===== src/rtl/apb_requester_pkg.sv =====
// ============================================================================
// Module   : apb_requester_pkg
// Purpose  : Shared types and constants for the APB4 requester.
// Revision : 1.0
// ============================================================================
`default_nettype none

package apb_requester_pkg;

    localparam int APB_DATA_WIDTH = 32;
    localparam int APB_STRB_WIDTH = 4;
    localparam int APB_ADDR_MAX   = 32;

    typedef enum logic [1:0] {
        IDLE   = 2'd0,
        SETUP  = 2'd1,
        ACCESS = 2'd2,
        RESP   = 2'd3
    } state_e;

    typedef struct packed {
        logic                      write;
        logic [APB_ADDR_MAX-1:0]   addr;
        logic [APB_DATA_WIDTH-1:0] wdata;
        logic [APB_STRB_WIDTH-1:0] strb;
    } cmd_t;

    typedef struct packed {
        logic [APB_DATA_WIDTH-1:0] rdata;
        logic                      err;
        logic                      timeout;
    } rsp_t;

endpackage

`default_nettype wire


===== src/rtl/apb_requester.sv =====
// ============================================================================
// Module   : apb_requester
// Purpose  : Single-outstanding APB4 requester bridging a valid/ready command
//            stream to APB transfers, with an optional wait-state timeout.
// Revision : 1.0
// ============================================================================
`default_nettype none

module apb_requester
    import apb_requester_pkg::*;
#(
    parameter int ADDR_WIDTH = 1,
    parameter int TIMEOUT    = 0
) (
    input  logic                      PCLK,
    input  logic                      PRESETn,
    input  logic                      cmd_valid,
    output logic                      cmd_ready,
    input  logic                      cmd_write,
    input  logic [ADDR_WIDTH-1:0]     cmd_addr,
    input  logic [APB_DATA_WIDTH-1:0] cmd_wdata,
    input  logic [APB_STRB_WIDTH-1:0] cmd_strb,
    output logic                      rsp_valid,
    input  logic                      rsp_ready,
    output logic [APB_DATA_WIDTH-1:0] rsp_rdata,
    output logic                      rsp_err,
    output logic                      rsp_timeout,
    output logic [ADDR_WIDTH-1:0]     PADDR,
    output logic                      PSEL,
    output logic                      PENABLE,
    output logic                      PWRITE,
    output logic [APB_DATA_WIDTH-1:0] PWDATA,
    output logic [APB_STRB_WIDTH-1:0] PSTRB,
    input  logic                      PREADY,
    input  logic [APB_DATA_WIDTH-1:0] PRDATA,
    input  logic                      PSLVERR
);

    // A zero TIMEOUT still gets a 1-bit counter; it simply never fires.
    localparam bit             TO_EN  = (TIMEOUT > 0);
    localparam int             CNT_W  = (TIMEOUT > 0) ? $clog2(TIMEOUT + 1) : 1;
    localparam logic [CNT_W-1:0] CNT_MAX = CNT_W'(TIMEOUT);

    state_e                    state_q, state_d;
    logic [ADDR_WIDTH-1:0]     paddr_q, paddr_d;
    logic                      pwrite_q, pwrite_d;
    logic [APB_DATA_WIDTH-1:0] pwdata_q, pwdata_d;
    logic [APB_STRB_WIDTH-1:0] pstrb_q, pstrb_d;
    logic                      psel_q, psel_d;
    logic                      penable_q, penable_d;
    rsp_t                      rsp_q, rsp_d;
    logic [CNT_W-1:0]          cnt_q, cnt_d;

    always_comb begin
        state_d   = state_q;
        paddr_d   = paddr_q;
        pwrite_d  = pwrite_q;
        pwdata_d  = pwdata_q;
        pstrb_d   = pstrb_q;
        rsp_d     = rsp_q;
        cnt_d     = cnt_q;
        psel_d    = 1'b0;
        penable_d = 1'b0;

        case (state_q)
            IDLE: begin
                if (cmd_valid) begin
                    paddr_d  = cmd_addr;
                    pwrite_d = cmd_write;
                    pwdata_d = cmd_wdata;
                    pstrb_d  = cmd_write ? cmd_strb : '0;
                    psel_d   = 1'b1;
                    state_d  = SETUP;
                end
            end
            SETUP: begin
                psel_d    = 1'b1;
                penable_d = 1'b1;
                cnt_d     = '0;
                state_d   = ACCESS;
            end
            ACCESS: begin
                // Completion has priority over the timeout in the limit cycle.
                if (PREADY) begin
                    rsp_d.rdata   = pwrite_q ? '0 : PRDATA;
                    rsp_d.err     = PSLVERR;
                    rsp_d.timeout = 1'b0;
                    state_d       = RESP;
                end else if (TO_EN && (cnt_q == CNT_MAX)) begin
                    rsp_d.rdata   = '0;
                    rsp_d.err     = 1'b1;
                    rsp_d.timeout = 1'b1;
                    state_d       = RESP;
                end else begin
                    psel_d    = 1'b1;
                    penable_d = 1'b1;
                    if (cnt_q != CNT_MAX) begin
                        cnt_d = cnt_q + 1'b1;
                    end
                end
            end
            RESP: begin
                if (rsp_ready) begin
                    state_d = IDLE;
                end
            end
            default: begin
                state_d = IDLE;
            end
        endcase
    end

    always_ff @(posedge PCLK) begin
        if (!PRESETn) begin
            state_q   <= IDLE;
            paddr_q   <= '0;
            pwrite_q  <= 1'b0;
            pwdata_q  <= '0;
            pstrb_q   <= '0;
            psel_q    <= 1'b0;
            penable_q <= 1'b0;
            rsp_q     <= '0;
            cnt_q     <= '0;
        end else begin
            state_q   <= state_d;
            paddr_q   <= paddr_d;
            pwrite_q  <= pwrite_d;
            pwdata_q  <= pwdata_d;
            pstrb_q   <= pstrb_d;
            psel_q    <= psel_d;
            penable_q <= penable_d;
            rsp_q     <= rsp_d;
            cnt_q     <= cnt_d;
        end
    end

    assign cmd_ready   = (state_q == IDLE);
    assign rsp_valid   = (state_q == RESP);
    assign rsp_rdata   = rsp_q.rdata;
    assign rsp_err     = rsp_q.err;
    assign rsp_timeout = rsp_q.timeout;

    assign PADDR   = paddr_q;
    assign PSEL    = psel_q;
    assign PENABLE = penable_q;
    assign PWRITE  = pwrite_q;
    assign PWDATA  = pwdata_q;
    assign PSTRB   = pstrb_q;

endmodule

`default_nettype wire


===== config.mk =====
export PLATFORM = sky130hd
export DESIGN_NAME = apb_requester
export DESIGN_NICKNAME = d
export VERILOG_FILES = /design/src/rtl/apb_requester_pkg.sv /design/src/rtl/apb_requester.sv
export SDC_FILE = /design/constraint.sdc
export NUM_CORES = 1
export LEC_CHECK = 0
export BUFFER_PORTS_ARGS = -buffer_cell sky130_fd_sc_hd__buf_2
export CORE_ASPECT_RATIO = 0.5
export CORE_MARGIN = 4
export CORE_UTILIZATION = 43
export CTS_BUF_LIST = sky130_fd_sc_hd__clkbuf_4
export DETAILED_ROUTE_END_ITERATION = 8
export PLACE_DENSITY = 0.79
export RECOVER_POWER = 50
export SLEW_MARGIN = 0
export SYNTH_ARGS = -nofsm -noshare
export SYNTH_HDL_FRONTEND = slang
export SYNTH_SLANG_ARGS = --single-unit

===== constraint.sdc =====
create_clock -name PCLK -period 1.3 [get_ports PCLK]
set_clock_uncertainty 0.05 [all_clocks]
set_input_delay 0.065 -clock PCLK [delete_from_list [all_inputs] [get_ports PCLK]]
set_output_delay 0.065 -clock PCLK [all_outputs]
set_load 0.02 [all_outputs]

**Word level (Yosys, flattened, before mapping)**

Cells that the tools add are included.

- Flip-flop bits (word level): 75
- Input port bits: 76
- Output and inout port bits: 76
- Word-level logic and storage cells: 29

- Equality and inequality tests: 6
- Mux-type cells: 10
- Reduce and logical (&&, ||, !) cells: 4

Operator list:

| operator | count |
|---|---|
| 32-bit two-way mux | 1 |
| 2-bit case mux with 4 select lines | 1 |
| 2-bit two-way mux | 3 |
| 2-bit == test, second input constant | 2 |
| 4-bit two-way mux | 1 |
| 2-bit != test, second input constant | 2 |
| 2-bit AND reduction | 2 |
| 1-bit case mux with 3 select lines | 1 |
| 3-bit AND reduction | 1 |
| 2-bit by 1-bit == test with 1-bit output, second input constant | 1 |
| 2-bit zero test | 1 |
| 1-bit two-way mux | 2 |
| 2-bit by 1-bit != test with 1-bit output, second input constant | 1 |
| 1-bit case mux with 2 select lines | 1 |

**Logic depth before layout (Yosys ltp)**

Gate-level depths: netlist (run 1).

- Depth after elaboration: 3
- Gate-level depth with buffers: 7
- Mapped depth without buffers: 5

**Least setup slack after synthesis (run 1)**

OpenSTA, ideal clock, no wires.

- Path kind: reg-to-reg
- Start: register state_q[0]
- End: register pwdata_q[10], in the netlist PWDATA[10]
- Setup time: 0.076 ns
- Arrival time: 1.370 ns
- Setup slack: -0.196 ns
- Cell stages (with the launch flop): 8
- Path buffers: 2
- Cells stage by stage: dfxtp_1 -> inv_1 -> ha_1 -> nand2_1 -> buf_4 -> buf_2 -> nand2_1 -> a21boi_0

- Word-level cells in the longest chain between the ends: 2

Ends and longest elaborated chain:

| what | line | source |
|---|---|---|
| start: declaration | apb_requester.sv:44 | `state_e state_q, state_d;` |
| start signal: assignment | apb_requester.sv:125 | `state_q <= state_d;` |
| 2-bit zero test | - |  |
| named net cmd_ready | apb_requester.sv:18 | `output logic cmd_ready,` |
| 2-bit AND reduction (no source line) | - |  |
| end signal: assignment | apb_requester.sv:128 | `pwdata_q <= pwdata_d;` |
| end: declaration | apb_requester.sv:47 | `logic [APB_DATA_WIDTH-1:0] pwdata_q, pwdata_d;` |

The timed path passes the listed nets, and every way through them passes these cells.
A chain may end at the register's enable or synchronous reset.

**Worst setup path after layout (run 1)**

- Start: register state_q[0]
- End: register pwdata_q[25], in the netlist PWDATA[25]

- Word-level cells in the longest chain between the ends: 2

Ends and longest elaborated chain:

| what | line | source |
|---|---|---|
| 2-bit zero test | apb_requester.sv:65 | `case (state_q)` |
| 2-bit AND reduction (no source line) | - |  |

Every way passes these cells.

==> impl_results.md, run 1 <==
- Failing checks: setup timing
- IO Port Bufs: 150
- Fmax: 0.679 GHz
- Syn Nets: 425
- Final core utilization: 74.6%
- Share of post-route cells with drive strength above 1: 30.5%
- Starting Density: 45.1%
- Commonest cells after routing, fill and taps aside: buf_2, nand2_1, dlygate4sd3_1
- IO Pins: 152
- WP data required: 1.63 ns
- H-tree depth: 3
- Ant. Diodes: 0
- WS Path Type: reg2reg
- R2r setup slk: -0.17 ns
- Core box area: 0.00681 mm^2
- First-pass GRT wire length: 16700 um
- Reg clk slew, reported paths: 0.15 ns
- Number of global-route vias before repair: 3415
- Drc violations: 0
- Synth cell types: 23
- Synth Register Bits: 75
- Clock root buffer: clkbuf_4
- Synthesized area: 0.00307 mm^2
- Final min period: 1.47 ns
- Clock sinks: 75
- Drt first pass iters: 5
- Max cap viols: 0
- Wirelength per Cell: 17.9 um
- Worst Setup End Kind: flop
- Sequential-to-total area share from yosys stat: 48.9%
- Peak supply drop: 0.867 mV
- Avg Inst Size Synth: 8.92 um^2
- Vias per std cell: 5.34
- Fin Hold WS: 0.110 ns
- Hold Path Class: in2reg
- CTS max path bufs: 2
- Final setup vio count: 70
- Setup ws final: -0.174 ns
- Most common cell after layout, fill and taps aside: buf_2
- CTS tree: built
- CTS buffer count: 9
- Gr usage total: 24.9%
- Crit share post-route: 113%
- Gr ovfl total: 0
- DP Worst Slack: -0.0929 ns
- Die width: 127 um
- Final HPWL DP: 5800 um
- Post-Route WL: 12100 um
- Remaining antenna violation count: 0
- CP arrival: 1.81 ns
- Cells after Synth: 344
- Status: complete, but fails checks
- RSZ-0062 raised after global routing: true
- Slew Viols, Final: 0
- Die span in y: 67.7 um
- Die area: 0.00864 mm^2
- Leak Pwr: 2.15 nW
- Clk Latency, worst-skew pair: 0.45 ns
- Initial antenna violation count: 0
- Power per cell area: 1550 mW/mm^2
- Initial DRC count: 243
- Vias: 3591
- YS warnings: 0
- Placement Rows: 21
- Largest net degree at the start of global routing: 30
- Final Wtd Congestion: 0.759
- CP Launch Type: flop
- Hold Fails Final Rpt: 0
- Final nets: 656
- P&R area growth vs syn: 65.5%
- CP max FO: 7
[final timing paths]
| check | end | cells after the start | startpoint |
|---|---|---|---|
| max | PWDATA[25]$_SDFFE_PN0P_ | 6 | state_q[0]$_SDFFE_PN0P_ |
| min | state_q[0]$_SDFFE_PN0P_ | 4 | rsp_ready |
| max reg2reg | PWDATA[25]$_SDFFE_PN0P_ | 6 | state_q[0]$_SDFFE_PN0P_ |
| min reg2reg | rsp_rdata[18]$_SDFFE_PN0P_ | 2 | rsp_rdata[18]$_SDFFE_PN0P_ |
[per-layer routing]
metal	part of all wire [%]	wire length (um)	global-route usage (%)
met4	5.3	639	13.9
met2	50	5980	46.4
met3	6.6	791	6.95
met5	0	0	0
met1	38	4640	26.1
[flip-flops by register name, indices dropped and copies added (netlist names)]
register and flops:
PWRITE 1, PWDATA 32, PSTRB 4, rsp_err 1, rsp_rdata 32, PADDR 1, PSEL 1, state_q 2
PENABLE 1
[layout make-up]
cell class	instances	area, um^2
Timing Repair Buffer	251	1850
Fill cell	465	1730
Sequential cell	75	1510
Multi-Input combinational cell	234	1480
Tap cell	92	115
Clock buffer	10	75.1
Clock inverter	6	32.5
Inverter	4	20.0
[kinds of logic after synthesis]
family                     synth area share (%)
adders and majority gates                  2.04
DFF                                        48.9
muxes                                     0.652
other                                     0.122
buffers and inverters                      5.87
and+or+nand+nor                            24.2
AOI/OAI and AO/OA                          18.2
[synthesized netlist by cell type]
library cell,instances,area (um^2)
nand2b_1,1,6.26
o21ai_0,1,5.00
mux2i_1,2,20.0
nand4b_1,32,280
conb_1,1,3.75
dfxtp_1,75,1500
a21boi_0,63,473
nor2_1,1,3.75
nand2_1,109,409
a21boi_1,8,60.1
nor2b_1,1,6.26
inv_1,3,11.3
buf_2,12,60.1
nand3_1,5,25.0
nand2_2,1,6.26
buf_6,2,22.5
and2_1,1,6.26
inv_2,1,3.75
buf_4,5,37.5
a21oi_1,2,10.0
ha_1,5,62.6
a221o_1,1,10.0
clkbuf_1,12,45.0
[repair_timing]
item | 4_1_cts | 5_1_grt
hold endpoints to repair | 74 | 0
pin swaps | 4 | 3
buffers inserted | 4 | 0
hold buffers | 74 | 0
gates cloned | 2 | 4
setup endpoints to repair | 43 | 77
resized for setup | 27 | 50
[through the flow]
stage                     area [um^2]  total power [W]  setup TNS, ns  cells
after floorplan                  3110          0.00464       -0.00590    344
after global placement           4000          0.00552        -0.0478    572
after detailed placement         4000          0.00556         -0.471    572
after CTS                        4980          0.00733         -0.349    668
after global routing             5080          0.00824          -8.35    672
final                            5080          0.00786          -4.84    672
[power breakdown]
part,internal [W],switching [W]
clock network,0.000398,0.000853
registers,0.00268,0.000247
logic,0.00164,0.00204
total,0.00472,0.00313
[critical path, cell delays in order (launching register included)]
cell and delay [ns]:
dfxtp_4 0.40, inv_6 0.08, ha_4 0.18, and2_4 0.26
clkbuf_16 0.19, nand2_1 0.06, a21boi_0 0.19
Note: power is estimated with default switching activity, not from simulation.
==> run 2, diff against run 1 <==
MAX_ROUTING_LAYER = met4   (was unset)
==> run 2 against run 1 <==
Net effect: sequential share of layout area decreased by 0.088 points; final area increased by 0.30%; first-iteration DRC count increased by 19%; sequential cell count unchanged; the run still ends with setup timing left; highest routed layer unchanged; clock-buffer cell count unchanged.
==> impl_results.md, run 2 (same netlist as run 1, synthesis figures left out) <==
- Peak supply drop: 0.846 mV (-2.5%)
- M1 GR Usage: 26.8% (+0.67 points)
- Final setup vio count: 69 (-1.4%)
- CTS buffer count: 9 (unchanged)
- CTS tree: built
- Worst Setup End Kind: flop
- Final Wtd Congestion: 0.769 (+1.3%)
- H-tree depth: 3 (unchanged)
- CP max FO: 6 (-1)
- Placement Rows: 21 (unchanged)
- Slew Viols, Final: 0 (unchanged)
- Drc violations: 0 (unchanged)
- P&R area growth vs syn: 66.0%
- Hold Path Class: in2reg
- R2r setup slk: -0.22 ns (-0.04 ns)
- Remaining antenna violation count: 0 (unchanged)
- Ant. Diodes: 0 (unchanged)
- Max cap viols: 0 (unchanged)
- HP Start: rsp_ready
- Largest net degree at the start of global routing: 30 (unchanged)
- Setup ws final: -0.215 ns (-0.0415 ns)
- Fmax: 0.660 GHz (-2.7%)
- Placed instance count: 572 (unchanged)
- Gr ovfl total: 0 (unchanged)
- Vias per std cell: 5.29 (-0.99%)
- CP Launch Type: flop
- Reg clk slew, reported paths: 0.13 ns (-0.02 ns)
- Power per cell area: 1540 mW/mm^2 (-0.50%)
- Share of post-route cells with drive strength above 1: 30.8% (+0.24 points)
- Die span in y: 67.7 um (unchanged)
- Multi-input gate area: 0.00148 mm^2 (unchanged)
- Non-filler cells, final: 674 (+0.30%)
- Worst R2R End: PADDR$_SDFFE_PN0P_
- Clock sinks: 75 (unchanged)
- Vias: 3566 (-0.70%)
- Most common cell after layout, fill and taps aside: buf_2
- # fillers: 459 (-1.3%)
- Die area: 0.00864 mm^2 (unchanged)
- Final min period: 1.52 ns (+0.0415 ns)
- GR Util met3: 7.42% (+0.47 points)
- Core box area: 0.00681 mm^2 (unchanged)
- Die width: 127 um (unchanged)
- WS Path Type: reg2reg
- Gr usage total: 25.9% (+0.97 points)
- WP data required: 1.60 ns (-0.03 ns)
- CP arrival: 1.82 ns (about the same)
- Worst hold endpoint: state_q[1]$_SDFFE_PN0P_
- Met2 Resource Use GR: 46.4% (unchanged)
- Post-Place Cell Area: 0.00400 mm^2 (unchanged)
- Wirelength per Cell: 17.7 um (-1.1%)
- Clock root buffer: clkbuf_4
- Min-Delay Path Depth: 4 (unchanged)
- Final HPWL DP: 5800 um (unchanged)
- Final instance area: 0.00509 mm^2 (+0.30%)
- Status: complete, but fails checks
- Post-Route WL: 12000 um (-0.76%)
- FF+latch area: 0.00151 mm^2 (unchanged)
- CTS max path bufs: 2 (unchanged)
- Commonest cells after routing, fill and taps aside: buf_2, nand2_1, dlygate4sd3_1
- Starting Density: 45.1% (unchanged)
- Failing checks: setup timing
- Initial DRC count: 288 (+19%)
- Crit share post-route: 117% (+3.2 points)
- R2R cell count: 6 (unchanged)
- Hold Fails Final Rpt: 0 (unchanged)
- First-pass GRT wire length: 16800 um (+0.13%)
- Leak Pwr: 2.16 nW (+0.49%)
- IO Pins: 152 (unchanged)
- RSZ-0062 raised after global routing: true
- Clk Latency, worst-skew pair: 0.43 ns (-0.02 ns)
- Initial antenna violation count: 0 (unchanged)
- Worst R2R Start: state_q[0]$_SDFFE_PN0P_
- Number of global-route vias before repair: 3388 (-0.79%)
- Drt first pass iters: 5 (unchanged)
- IO Port Bufs: 150 (unchanged)
- Final nets: 658 (+0.30%)
- Most Used Layer, Global Route: met2
## run 2: what timing repair did
action                                  4_1_cts  5_1_grt
cloned                                        2        4
endpoints found under the hold margin        74        0
endpoints found under the setup margin       43       77
gates resized for setup                      27       50
pin swaps                                     4        3
buffers inserted                              4        2
hold buffers                                 74        0
## run 2: per-layer routing
layer  share of wire (%)  vias up
li1                    -     1627
met1                  39     1693
met2                  51      188
met3                 5.4       58
met4                 4.5        0
met5                   0        -
## run 2: layout make-up
cell class,count,share of cell area [%]
timing repair buffer,253,36.5
sequential,75,29.6
multi-input combinational,234,29.1
tap,92,2.26
clock buffer,10,1.47
clock inverter,6,0.639
inverter,4,0.393
## run 2: critical path, cell delays in order (launching register included)
cell and delay [ns]:
dfxtp_4 0.40, inv_6 0.08, ha_4 0.18, and2_4 0.26, buf_6 0.15, nand2_1 0.09, a21boi_1 0.22
## run 2: through the flow
step                utilization [%]  hold WS (ns)  setup TNS, ns  total power (W)  worst slack, ns
floorplan                         -         0.150       -0.00590          0.00464         -0.00385
finish                         74.8         0.126          -4.84          0.00784           -0.215
global route                   74.8        0.0726          -8.51          0.00824           -0.237
CTS                            73.2        0.0357         -0.349          0.00733          -0.0592
global placement               58.8         0.258        -0.0478          0.00552          -0.0164
detailed placement             58.8         0.271         -0.471          0.00556          -0.0929
## run 2: how the worst max path moves through the flow
stage,cells after the start,to,slack [ns],startpoint
2_1_floorplan,5,state_q[0]$_SDFFE_PN0P_,-0.004,state_q[1]$_SDFFE_PN0P_
6_report,6,PADDR$_SDFFE_PN0P_,-0.22,state_q[0]$_SDFFE_PN0P_
3_5_place_dp,6,PSTRB[1]$_SDFFE_PN0P_,-0.09,state_q[0]$_SDFFE_PN0P_
5_1_grt,6,PADDR$_SDFFE_PN0P_,-0.24,state_q[1]$_SDFFE_PN0P_
4_1_cts,3,rsp_valid,-0.06,state_q[0]$_SDFFE_PN0P_
3_3_place_gp,6,PSTRB[2]$_SDFFE_PN0P_,-0.02,state_q[0]$_SDFFE_PN0P_
## run 2: where the power goes
part / switching (W) / internal (W) / leakage, nW
clock network: 0.000825 / 0.000398 / 0.0657
registers: 0.000248 / 0.00268 / 0.612
logic: 0.00203 / 0.00165 / 1.49
==> run 3, diff against run 2 <==
--- a/config.mk
+++ b/config.mk
@@ -8,2 +8,3 @@
 export BUFFER_PORTS_ARGS = -buffer_cell sky130_fd_sc_hd__buf_2
+export CAP_MARGIN = 20
 export CORE_ASPECT_RATIO = 0.5
--- a/constraint.sdc
+++ b/constraint.sdc
@@ -4,2 +4,2 @@
 set_output_delay 0.065 -clock PCLK [all_outputs]
-set_load 0.02 [all_outputs]
+set_load 0.1 [all_outputs]
==> run 3 against run 2 <==
Net effect: the flow still finishes with violations (setup timing); hold slack lost 0.0041 ns; worst setup slack better by 0.056 ns; utilization is 7.5 points higher; final area grew 10%; routed wire length up 5.9%; sequential share of layout area is 2.7 points lower; critical endpoint is now state_q[0]$_SDFFE_PN0P_; largest cell class unchanged; largest power group unchanged.
==> impl_results.md, run 3 (same netlist as run 1, synthesis figures left out) <==
- Status: complete, but fails checks
- Failing checks: setup timing
- CP arrival: 1.75 ns (-0.07 ns)
- Crit share post-route: 112% (-4.3 points)
- Core box area: 0.00681 mm^2 (unchanged)
- Initial DRC count: 206 (-28%)
- CTS buffer count: 9 (unchanged)
- CP max-delay cell: a221o_1
- WP data required: 1.59 ns (about the same)
- Ant. Diodes: 0 (unchanged)
- Number of global-route vias before repair: 3524 (+4.0%)
- Die span in y: 67.7 um (unchanged)
- CP max FO: 2 (-4)
- Drc violations: 0 (unchanged)
- Reg clk slew, reported paths: 0.10 ns (-0.03 ns)
- Hold Fails Final Rpt: 0 (unchanged)
- Final min period: 1.46 ns (-0.0564 ns)
- Hold Path Class: in2reg
- Min-Delay Path Depth: 4 (unchanged)
- Final core utilization: 82.4% (+7.5 points)
- Worst stage delay on the critical path: 0.37 ns (-0.03 ns)
- Power per cell area: 1930 mW/mm^2 (+25%)
- Final setup vio count: 55 (-20%)
- Die area: 0.00864 mm^2 (unchanged)
- Setup ws final: -0.159 ns (+0.0564 ns)
- Placed instance count: 577 (+0.87%)
- CP Cell Sequence: buf_6, ha_4, buf_4, a221o_1, mux2i_1
- Wirelength per Cell: 18.7 um (+5.3%)
- Placement Rows: 21 (unchanged)
- Worst R2R Start: state_q[0]$_SDFFE_PN0P_
- First-pass GRT wire length: 17400 um (+3.6%)
- Gr ovfl total: 0 (unchanged)
- Remaining antenna violation count: 0 (unchanged)
- R2R cell count: 5 (-1)
- IO Port Bufs: 150 (unchanged)
- CTS max path bufs: 2 (unchanged)
- Fmax: 0.685 GHz (+3.9%)
- Most common cell after layout, fill and taps aside: nand2_1
- WS Path Type: reg2reg
- WP depth: 5 (-1)
- Vias: 3552 (-0.39%)
- Clk Latency, worst-skew pair: 0.44 ns (about the same)
- CTS tree: built
- H-tree depth: 3 (unchanged)
- Starting Density: 45.1% (unchanged)
- Clock root buffer: clkbuf_4
- Clock sinks: 75 (unchanged)
- Buf/Inv on CP: 2 (unchanged)
- Worst Setup End Kind: flop
- Final HPWL DP: 5780 um (-0.42%)
- HP Start: rsp_ready
- Max cap viols: 0 (unchanged)
- IO Pins: 152 (unchanged)
- Post-Route WL: 12700 um (+5.9%)
- Initial antenna violation count: 0 (unchanged)
- P&R area growth vs syn: 82.6%
- Slew Viols, Final: 0 (unchanged)
- Largest net degree at the start of global routing: 26 (-13%)
- Final nets: 662 (+0.61%)
- Non-filler cells, final: 678 (+0.59%)
- Commonest cells after routing, fill and taps aside: nand2_1, buf_2, dlygate4sd3_1
- CP Launch Type: flop
- CP startpoint: state_q[0]$_SDFFE_PN0P_
- Die width: 127 um (unchanged)
- Drt first pass iters: 4 (-1)
- Worst path top cell family by delay: compound AO/OA/AOI/OAI gates
- Final Wtd Congestion: 0.753 (-2.1%)
- Overall power: 0.0108 W (+38%)
- Vias per std cell: 5.24 (-0.98%)
- Gr usage total: 26.8% (+0.86 points)
- RSZ-0062 raised after global routing: true
- Share of post-route cells with drive strength above 1: 42.8% (+12 points)
- Peak supply drop: 1.27 mV (+51%)
- Leak Pwr: 2.45 nW (+13%)
[run 3: cell count changes in the layout (fill, tap and decap cells not counted), sizes merged]
cell         previous run  this run
buf                   139       169
clkinvlp                1         0
clkbuf                 50        25
dlygate4sd3            74        73
bufbuf                  0         1
[run 3: stage by stage]
step	worst slack, ns	setup TNS [ns]	hold slack (ns)	instance area (um^2)
floorplan	-0.172	-5.60	0.142	3130
global placement	0.000214	0	0.254	4130
detailed placement	-0.0131	-0.0593	0.262	4130
CTS	-0.135	-1.88	0.0197	5270
global route	-0.188	-6.50	0.0925	5610
finish	-0.159	-3.72	0.122	5610
[run 3: worst paths after layout]
kind,end,slack [ns]
setup / recovery,state_q[0]$_SDFFE_PN0P_,-0.16
hold / removal,state_q[1]$_SDFFE_PN0P_,0.12
setup reg to reg,state_q[0]$_SDFFE_PN0P_,-0.16
hold reg to reg,PWDATA[13]$_SDFFE_PN0P_,0.41
[run 3: power by group]
group | internal [W] | switching [W] | total, W
clock network | 0.000410 | 0.000808 | 0.00122
registers | 0.00268 | 0.000253 | 0.00293
logic | 0.00222 | 0.00443 | 0.00665
[run 3: what timing repair did]
| action | CTS | global route |
|---|---|---|
| hold endpoints to repair | 71 | 0 |
| buffers inserted | 3 | 3 |
| gates resized for setup | 86 | 76 |
| pin swaps | 2 | 51 |
| hold buffers | 73 | 0 |
| setup endpoints to repair | 100 | 76 |
| cloned | 2 | 4 |
[run 3: final cells by class]
| cell class | count | area [um^2] |
|---|---|---|
| clock inverter | 5 | 20.0 |
| fill | 349 | 1200 |
| multi-input combinational | 234 | 1650 |
| sequential | 75 | 1510 |
| timing repair buffer | 257 | 2210 |
| tap | 92 | 115 |
| inverter | 4 | 20.0 |
| clock buffer | 11 | 82.6 |
[run 3: worst register-to-register path, delay by kind of cell (launching register included)]
| family | cells | cell delay (ns) |
|---|---|---|
| buffers and inverters | 2 | 0.24 |
| multiplexers | 1 | 0.20 |
| flip-flops | 1 | 0.36 |
| AO/OA/AOI/OAI | 1 | 0.37 |
| adder cells (fa/ha/maj) | 1 | 0.15 |
[run 3: metal layers]
metal	part of all wire (%)	global-route usage (%)	vias up
met3	6.0	7.82	49
met5	0	-	-
met2	52	48.0	155
li1	-	-	1632
met1	38	28.3	1716
met4	3.6	11.2	0
